--- src/rtl/agc_ctrl.sv ---
// ---------------------------------------------------------------------------
// agc_ctrl -- automatic gain control loop controller
//
// Watches the signed output of a gain multiplier, measures the peak magnitude
// over a fixed window of accepted samples, and then nudges the unsigned gain
// word fed back to the multiplier:
//   peak above TGT_HI -> halve the gain (fast attack)
//   peak below TGT_LO -> gain + 1      (slow release)
//   otherwise         -> hold
// The gain is always kept inside [GAIN_MIN, GAIN_MAX].
//
// Ports
//   clk        : single clock, all state changes on the rising edge
//   rst        : asynchronous, active-high reset
//   en         : enables measurement and adjustment
//   valid_i    : data_i carries a sample this cycle
//   data_i     : signed two's-complement sample (multiplier output), N bits
//   amplify_o  : unsigned gain word driven into the multiplier, N bits
//   update_o   : one-cycle pulse when a gain decision completes
//   peak_o     : unsigned peak magnitude of the last completed window, N bits
// ---------------------------------------------------------------------------
module agc_ctrl #(
    parameter int unsigned    N         = 32,
    parameter int unsigned    WIN_LOG2  = 8,
    parameter logic [N-1:0]   GAIN_INIT = N'(16),
    parameter logic [N-1:0]   GAIN_MIN  = N'(1),
    parameter logic [N-1:0]   GAIN_MAX  = N'(255),
    parameter logic [N-1:0]   TGT_HI    = N'(1) << (N - 3),
    parameter logic [N-1:0]   TGT_LO    = N'(1) << (N - 5)
) (
    input  logic         clk,
    input  logic         rst,
    input  logic         en,
    input  logic         valid_i,
    input  logic [N-1:0] data_i,
    output logic [N-1:0] amplify_o,
    output logic         update_o,
    output logic [N-1:0] peak_o
);

    // One extra bit so the counter can hold the full window size without
    // wrapping; it is cleared in ADJUST before it could ever overflow.
    localparam int unsigned         CNT_W    = WIN_LOG2 + 1;
    localparam logic [CNT_W-1:0]    WIN_LAST = CNT_W'((1 << WIN_LOG2) - 1);

    localparam logic [N-1:0] MOST_NEG = {1'b1, {(N-1){1'b0}}};
    localparam logic [N-1:0] MOST_POS = {1'b0, {(N-1){1'b1}}};

    typedef enum logic [1:0] {
        IDLE    = 2'd0,
        MEASURE = 2'd1,
        ADJUST  = 2'd2
    } state_t;

    state_t           state;
    logic [CNT_W-1:0] sample_cnt;
    logic [N-1:0]     run_peak;

    logic [N-1:0]     mag;
    logic [N-1:0]     peak_next;
    logic [N-1:0]     gain_halved;
    logic [N-1:0]     gain_next;

    // -----------------------------------------------------------------------
    // Sample magnitude and running-peak candidate.
    // The most-negative input has no positive counterpart in N bits, so it
    // saturates to the largest positive magnitude instead of wrapping.
    // -----------------------------------------------------------------------
    // NOTE: every signal assigned in an always_comb gets a default at the top
    // of the block; a path that leaves it unassigned would infer a latch.
    always_comb begin
        mag = data_i;
        if (data_i[N-1]) begin
            if (data_i == MOST_NEG) begin
                mag = MOST_POS;
            end else begin
                mag = -data_i;
            end
        end
        peak_next = (mag > run_peak) ? mag : run_peak;
    end

    // -----------------------------------------------------------------------
    // Gain decision for the window peak held in run_peak.
    // The increment path compares against GAIN_MAX before adding so that a
    // GAIN_MAX at the top of the N-bit range cannot wrap to zero.
    // -----------------------------------------------------------------------
    always_comb begin
        gain_halved = amplify_o >> 1;
        gain_next   = amplify_o;
        if (run_peak > TGT_HI) begin
            gain_next = (gain_halved < GAIN_MIN) ? GAIN_MIN : gain_halved;
        end else if (run_peak < TGT_LO) begin
            gain_next = (amplify_o >= GAIN_MAX) ? GAIN_MAX : amplify_o + N'(1);
        end
    end

    // -----------------------------------------------------------------------
    // Control FSM with registered outputs.
    // -----------------------------------------------------------------------
    // NOTE: every register here is a flop with a known reset value; there is
    // no memory array, so nothing is left unreset.
    // NOTE: sequential state uses non-blocking assignments so all registers
    // update together from the values present before the edge.
    always_ff @(posedge clk or posedge rst) begin
        if (rst) begin
            state      <= IDLE;
            amplify_o  <= GAIN_INIT;
            update_o   <= 1'b0;
            peak_o     <= '0;
            sample_cnt <= '0;
            run_peak   <= '0;
        end else begin
            // update_o is a single-cycle strobe; only ADJUST raises it.
            update_o <= 1'b0;

            case (state)
                IDLE: begin
                    // valid_i is ignored here; a window starts on entry to
                    // MEASURE with a clean count and peak.
                    if (en) begin
                        state      <= MEASURE;
                        sample_cnt <= '0;
                        run_peak   <= '0;
                    end
                end

                MEASURE: begin
                    if (!en) begin
                        // Abandon the partial window; gain and reported peak
                        // keep their last values.
                        state      <= IDLE;
                        sample_cnt <= '0;
                        run_peak   <= '0;
                    end else if (valid_i) begin
                        run_peak   <= peak_next;
                        sample_cnt <= sample_cnt + CNT_W'(1);
                        // The last sample of the window is folded into the
                        // peak on the same edge that moves to ADJUST.
                        if (sample_cnt == WIN_LAST) begin
                            state <= ADJUST;
                        end
                    end
                end

                ADJUST: begin
                    // Runs unconditionally once entered; valid_i is dropped
                    // this cycle and en only picks the following state.
                    amplify_o  <= gain_next;
                    peak_o     <= run_peak;
                    update_o   <= 1'b1;
                    sample_cnt <= '0;
                    run_peak   <= '0;
                    state      <= en ? MEASURE : IDLE;
                end

                default: begin
                    state      <= IDLE;
                    sample_cnt <= '0;
                    run_peak   <= '0;
                end
            endcase
        end
    end

endmodule

--- config.mk ---
export PLATFORM = sky130hd
export DESIGN_NAME = agc_ctrl
export DESIGN_NICKNAME = d
export VERILOG_FILES = /design/src/rtl/agc_ctrl.sv
export SDC_FILE = /design/constraint.sdc
export NUM_CORES = 1
export LEC_CHECK = 0
export CAP_MARGIN = 20
export CORE_ASPECT_RATIO = 1.5
export CORE_MARGIN = 3
export CORE_UTILIZATION = 35
export CTS_BUF_LIST = sky130_fd_sc_hd__clkbuf_8
export CTS_CLUSTER_DIAMETER = 100
export DETAILED_ROUTE_END_ITERATION = 7
export SYNTH_ARGS = -nofsm -noshare
export SYNTH_HDL_FRONTEND = slang
export SYNTH_SLANG_ARGS = --single-unit
--- constraint.sdc ---
create_clock -name clk -period 3.9 [get_ports clk]
set_clock_uncertainty 0.2 [all_clocks]
set_input_delay 0.78 -clock clk [delete_from_list [all_inputs] [get_ports clk]]
set_output_delay 0.78 -clock clk [all_outputs]
set_load 0.005 [all_outputs]
==> flow_summary.yaml <==
run_status:
  status: "finished, violations left"
  violations: "setup timing"
clock_tree:
  cts_max_level: 3
  clock-sinks: 108
  cts_hold_buffers: 0
  cts_made_buffers: 9
  clockBufferDepth: 2
  clk_latency_ps: 410
  cts_tree: "built"
  path_clk_slew_ps: 120
  cts_root_buf: "clkbuf_8"
pwr:
  peakVddDrop_mv: 0.175
  p_sw_uw: 822
  internal-power_mw: 1.72
  clkPwrFrac: 0.274
  p_comb_frac: 0.266
  powerDensity_mw_per_mm2: 258
  pwr-share-seq: 0.460
  leakagePower_nw: 4.39
  netSwitchingFraction: 0.324
  power.total_mw: 2.54
finish:
  diodes: 0
  areaGrowthSynthToFinish_pct: 47.5
  final_core_util: 0.528
  fillerInstances: 1717
  nets: 1067
  drive_gt1_frac: 0.236
  final_cell_area_mm2: 0.00983
synthesis:
  synth.cell_area_mm2: 0.00667
  syn_area_per_cell_um2: 8.60
  ys_ff_latch: 108
  synth_cell_types: 58
  yosysWarnings: 0
  async_flop_share: 1.00
  netlist_instances: 775
  synthFlopType: "dfrtp_1"
  syn_nets: 847
  synth_edf_count: 0
  seq_area_frac_synth: 0.406
worst_hold_path:
  min_from: "peak_o[3]$_DFFE_PP0P_"
  holdPathEnd: "peak_o[3]$_DFFE_PP0P_"
  worst_hold_path_type: "reg2reg"
  hold_path_depth: 2
setup_path:
  critPathKind: "in2reg"
  critPathMostFrequentCell: "buf_6"
  rrSetupSlack_ps: 870
  worstPathRequired_ps: 4020
  worstPathCellList: "buf_6, or4_4, or3b_4, buf_12, buf_6, buf_4, o31ai_2, xor2_1, nand2_1, ha_1, nand2_1, nor4_4, buf_4, a22oi_2, o211ai_1, o211ai_1, buf_6, buf_12, mux2i_1"
  crit-reg2reg-capture: "amplify_o[21]$_DFFE_PP0P_"
  r2r-start: "run_peak[30]$_DFFE_PP0P_"
  ff2ff_path_depth: 6
  worstSetupStartpointType: "input pin"
  worstPathArrival_ps: 4390
  crit_fanout: 6
  crit_path_top_delay_cell: "or4_4"
  max_stage_delay_ps: 540
  endpoint_kind: "register"
place:
  port_buffers: 100
  gp_congestion: 0.884
  dp_hpwl_mm: 14.9
  placed_area_mm2: 0.00876
routing:
  via_count: 6541
  wire_per_inst_um: 16.7
  via_per_inst: 5.22
  first_pass_iters: 5
  finalWirelength_mm: 20.9
  drt_iter0_drc: 499
  postRouteAntennaNets: 0
  drc: 0
sta:
  rsz0062_at_grt: "yes"
  fin_crit_ps: 4270
  finalHoldViolCount: 0
  slew_viol_final: 0
  setup-violations-final: 32
  worst_slack_ps: -370
  hold_ws_ps: 288
  slew_headroom: 0.496
  fin_crit_sh: 1.09
  worst_pin_slew_ps: 750
  max_freq_ghz: 0.234
floorplan:
  die_x_um: 119
  io-pin-count: 101
  core_area_mm2: 0.0186
  fp.dieH_um: 175
  initial_core_util: 0.358
  rows: 61
  die_area_mm2: 0.0208
grt:
  met2_usage: 0.350
  grt_busiest_layer: "met2"
  overflow: 0
  antenna_found_initial: 0
  grt_use_total: 0.196
  grt_util_met1: 0.235
  grt_first_pass_wirelength_mm: 32.8
  grt_max_degree: 54
  use_met3: 0.0321
  grt_pass1_vias: 6376
job:
  cap_violations: 0
==> layer usage <==
metal,routed length (µm),vias to the layer above
met4,619,0
met1,8400,3112
li1,-,3193
met3,895,38
met5,0,-
met2,11000,198
==> how the worst max path moves through the flow <==
stage,slack (ps),cells after the start,startpoint,end
final,-370,19,data_i[11],run_peak[9]$_DFFE_PP0P_
after global routing,-510,19,data_i[11],run_peak[9]$_DFFE_PP0P_
after global placement,-1080,14,data_i[10],run_peak[10]$_DFFE_PP0P_
after CTS,-270,21,data_i[5],run_peak[7]$_DFFE_PP0P_
after floorplan,-650,15,data_i[10],run_peak[0]$_DFFE_PP0P_
after detailed placement,-1150,14,data_i[10],run_peak[13]$_DFFE_PP0P_
==> synth_stat cells, drive strengths merged (22+ instances only) <==
library cell	number	area, µm²
a21oi	34	170
nand2	169	634
mux2i	34	340
nor4	24	165
xor2	27	236
clkbuf	30	113
dfrtp	107	2680
inv	40	150
a21o	22	165
o21ai	67	335
nor2	41	154
ha	36	450
==> through the flow <==
stage	TNS (ps)	cells	worst slack [ps]
final	-9880	1252	-370
after global routing	-14490	1252	-509
after CTS	-7140	1229	-273
after detailed placement	-34960	1195	-1150
after floorplan	-20340	775	-651
after global placement	-33850	1195	-1080
==> power groups by stage <==
| stage | Clock [mW] | Combinational, mW | Sequential, mW |
|---|---|---|---|
| 2_1_floorplan | 0 | 0.323 | 1.18 |
| 3_3_place_gp | 0 | 0.550 | 1.19 |
| 3_5_place_dp | 0 | 0.556 | 1.19 |
| 4_1_cts | 0.725 | 0.644 | 1.17 |
| 5_1_grt | 0.762 | 0.738 | 1.17 |
| 6_report | 0.696 | 0.675 | 1.17 |
==> cells by family after synthesis <==
family,synth area share
AND/OR/NAND/NOR,0.212
adder cells (fa/ha/maj),0.0676
flip-flops,0.406
multiplexers,0.0511
XOR/XNOR,0.0394
buffers and inverters,0.0452
AO/OA/AOI/OAI,0.179
==> state kept, by name (all words and copies together), names as in the netlist <==
| name | count |
|---|---|
| amplify_o | 32 |
| peak_o | 32 |
| run_peak | 32 |
| sample_cnt | 9 |
| state | 2 |
| update_o | 1 |
==> critical path: cells and delay by family <==
kind,cells,cell delay [ps]
AND/OR/NAND/NOR,5,1230
multiplexers,1,220
XOR/XNOR,1,220
adder cells (fa/ha/maj),1,280
AO/OA/AOI/OAI,4,680
buffers and inverters,7,980
==> area by class of cell <==
class,count,area (µm²),share of cell area
clock buffer,9,124,0.0126
clock inverter,7,68.8,0.00700
inverter,40,153,0.0155
multi-input combinational,591,4180,0.425
sequential,108,2700,0.275
tap,252,315,0.0321
timing repair buffer,245,2280,0.232
==> placed cells by master, fill, tap and decap left out, types with 11 or more instances in the layout <==
master           netlist  final
nand2_1              169    160
buf_4                  0    123
dfrtp_1              107    107
clkdlybuf4s50_1        0     76
o21ai_0               66     61
nor2_1                41     39
inv_1                 40     39
a21oi_1               34     32
mux2i_1               34     30
ha_1                  36     29
xor2_1                27     23
a21o_1                22     22
nand4_1               18     18
nor4_1                23     17
nand3_1               17     15
buf_6                  1     12
dlygate4sd2_1          0     11
==> what timing repair did <==
item	4_1_cts	5_1_grt
gates cloned	4	3
setup endpoints to repair	32	32
pin swaps	31	40
resized for setup	79	51
setup buffers	14	22
Power figures use the tool's default switching activity.
==> variant: new RTL, config.mk and constraints unchanged <==
`N`: 32 -> 16.
--- a/src/rtl/agc_ctrl.sv
+++ b/src/rtl/agc_ctrl.sv
@@ -21,5 +21,5 @@
 // ---------------------------------------------------------------------------
 module agc_ctrl #(
-    parameter int unsigned    N         = 32,
+    parameter int unsigned    N         = 16,
     parameter int unsigned    WIN_LOG2  = 8,
     parameter logic [N-1:0]   GAIN_INIT = N'(16),
Ports: changed (resized amplify_o, data_i and peak_o); port bits go from 101 to 53. No check against the original RTL was run, so the function may have changed too.
==> variant against the unedited design <==
Critical path type unchanged; setup slack better by 0.44 ns; sequential share of layout area is 4.2 points higher; total power shrank 39%; sequential cell count shrank 48; global-route usage decreased by 3.1 points; final area shrank 52%; highest routed layer unchanged; largest cell class unchanged; synthesized area shrank 49%; count of clock-buffer cells in the layout is 3 higher; cell count fell by 53%; synthesized cell count down 52%; wire length decreased by 59%.
==> variant: results (changes against the unedited design) <==
| Metric | Value |
|---|---|
| Status | `completed` |
| Cell family with most CP delay | `compound AO/OA/AOI/OAI gates` |
| Final WL | `8550 um (-59%)` |
| # clk buffers | `12 (+3)` |
| Pin count of the biggest net entering global routing | `61 (+13%)` |
| Fill count | `877 (-49%)` |
| Post-CTS resize count | `9 (-89%)` |
| Clock latency on the worst-skew pair | `0.35 ns (-0.06 ns)` |
| Vias in the first global route | `3022 (-53%)` |
| Mapped Nets | `411 (-51%)` |
| Largest stage delay, worst path | `0.45 ns (-0.09 ns)` |
| Synth Area in Compound Gates | `21.7% (+3.8 points)` |
| Synth Area in Adders | `7.36% (+0.60 points)` |
| DP Cell Count | `565 (-53%)` |
| DP Area | `4400 um2 (-50%)` |
| First-pass GRT wire length | `14400 um (-56%)` |
| CP arrival | `3.86 ns (-0.53 ns)` |
| Via count | `3087 (-53%)` |
| F_max | `261 MHz (+12%)` |
| Crit Path Max Fanout | `16 (+10)` |
| GRT Resource Usage Total | `16.5% (-3.1 points)` |
| Post-CTS Setup Bufs | `4 (-10)` |
| Mux share of post-synthesis cell area | `0.589% (-4.5 points)` |
| Multi-input logic area | `1860 um2 (-56%)` |
| Vias per inst | `5.26 (+0.66%)` |
| Worst r2r src | `run_peak[3]` |
| Sequential share of the synthesized area | `44.2% (+3.6 points)` |
| Fraction of layout cells with a size suffix above 1 | `19.8% (-3.8 points)` |
| Leakage | `2.13 nW (-51%)` |
| Worst vdd ir | `171 uV (-2.3%)` |
| Nonclk inv count | `26 (-35%)` |
| Initial drt markers | `140 (-72%)` |
| # nets final | `510 (-52%)` |
| Slowest CP cell | `clkdlybuf4s50_1` |
| R2R setup slack | `1.37 ns (+0.50 ns)` |
| Setup slack at placement | `-0.871 ns (+0.281 ns)` |
| Clock-pin slew on the worst setup and hold paths | `0.07 ns (-0.05 ns)` |
| Hold Path End | `peak_o[4]` |
| CP Launch Point | `data_i[3]` |
| List of most frequent post-synthesis cells | `59 x dfrtp_1, 54 x nand2_1, 26 x inv_1, 26 x o21ai_0, 24 x nor2_1` |
| Buffers on Ports | `52 (-48%)` |
| Synth Area in XOR/XNOR | `3.35% (-0.59 points)` |
| HP Start | `peak_o[4]` |
==> variant: changes by cell type after synthesis, sizes merged, moves of 12 or more <==
cell,before,now
nand2,169,54
dfrtp,107,59
o21ai,67,26
mux2i,34,2
a21o,22,4
clkbuf,30,13
nor2,41,24
ha,36,20
nor4,24,8
xor2,27,11
a22o,8,23
inv,40,26
a21oi,34,22
nand4,18,6
==> variant: layer usage <==
layer | GRT usage (%) | vias up | part of all wire, %
met3 | 3.18 | 12 | 3.8
met2 | 27.0 | 79 | 51
met1 | 20.5 | 1466 | 43
met4 | 8.35 | 0 | 2.2
met5 | 0 | - | 0
li1 | - | 1530 | -
==> variant: report_power, final <==
group          internal, mW  switching (mW)  leakage [nW]
Sequential            0.631         0.00900         0.828
Combinational         0.117           0.120          1.18
Clock                 0.410           0.250         0.122
==> variant: worst min-delay path: cells and delay by family, from the launching register on <==
family,cells,cell delay [ns]
DFF,1,0.34
AOI/OAI and AO/OA,1,0.06
and+or+nand+nor,1,0.05
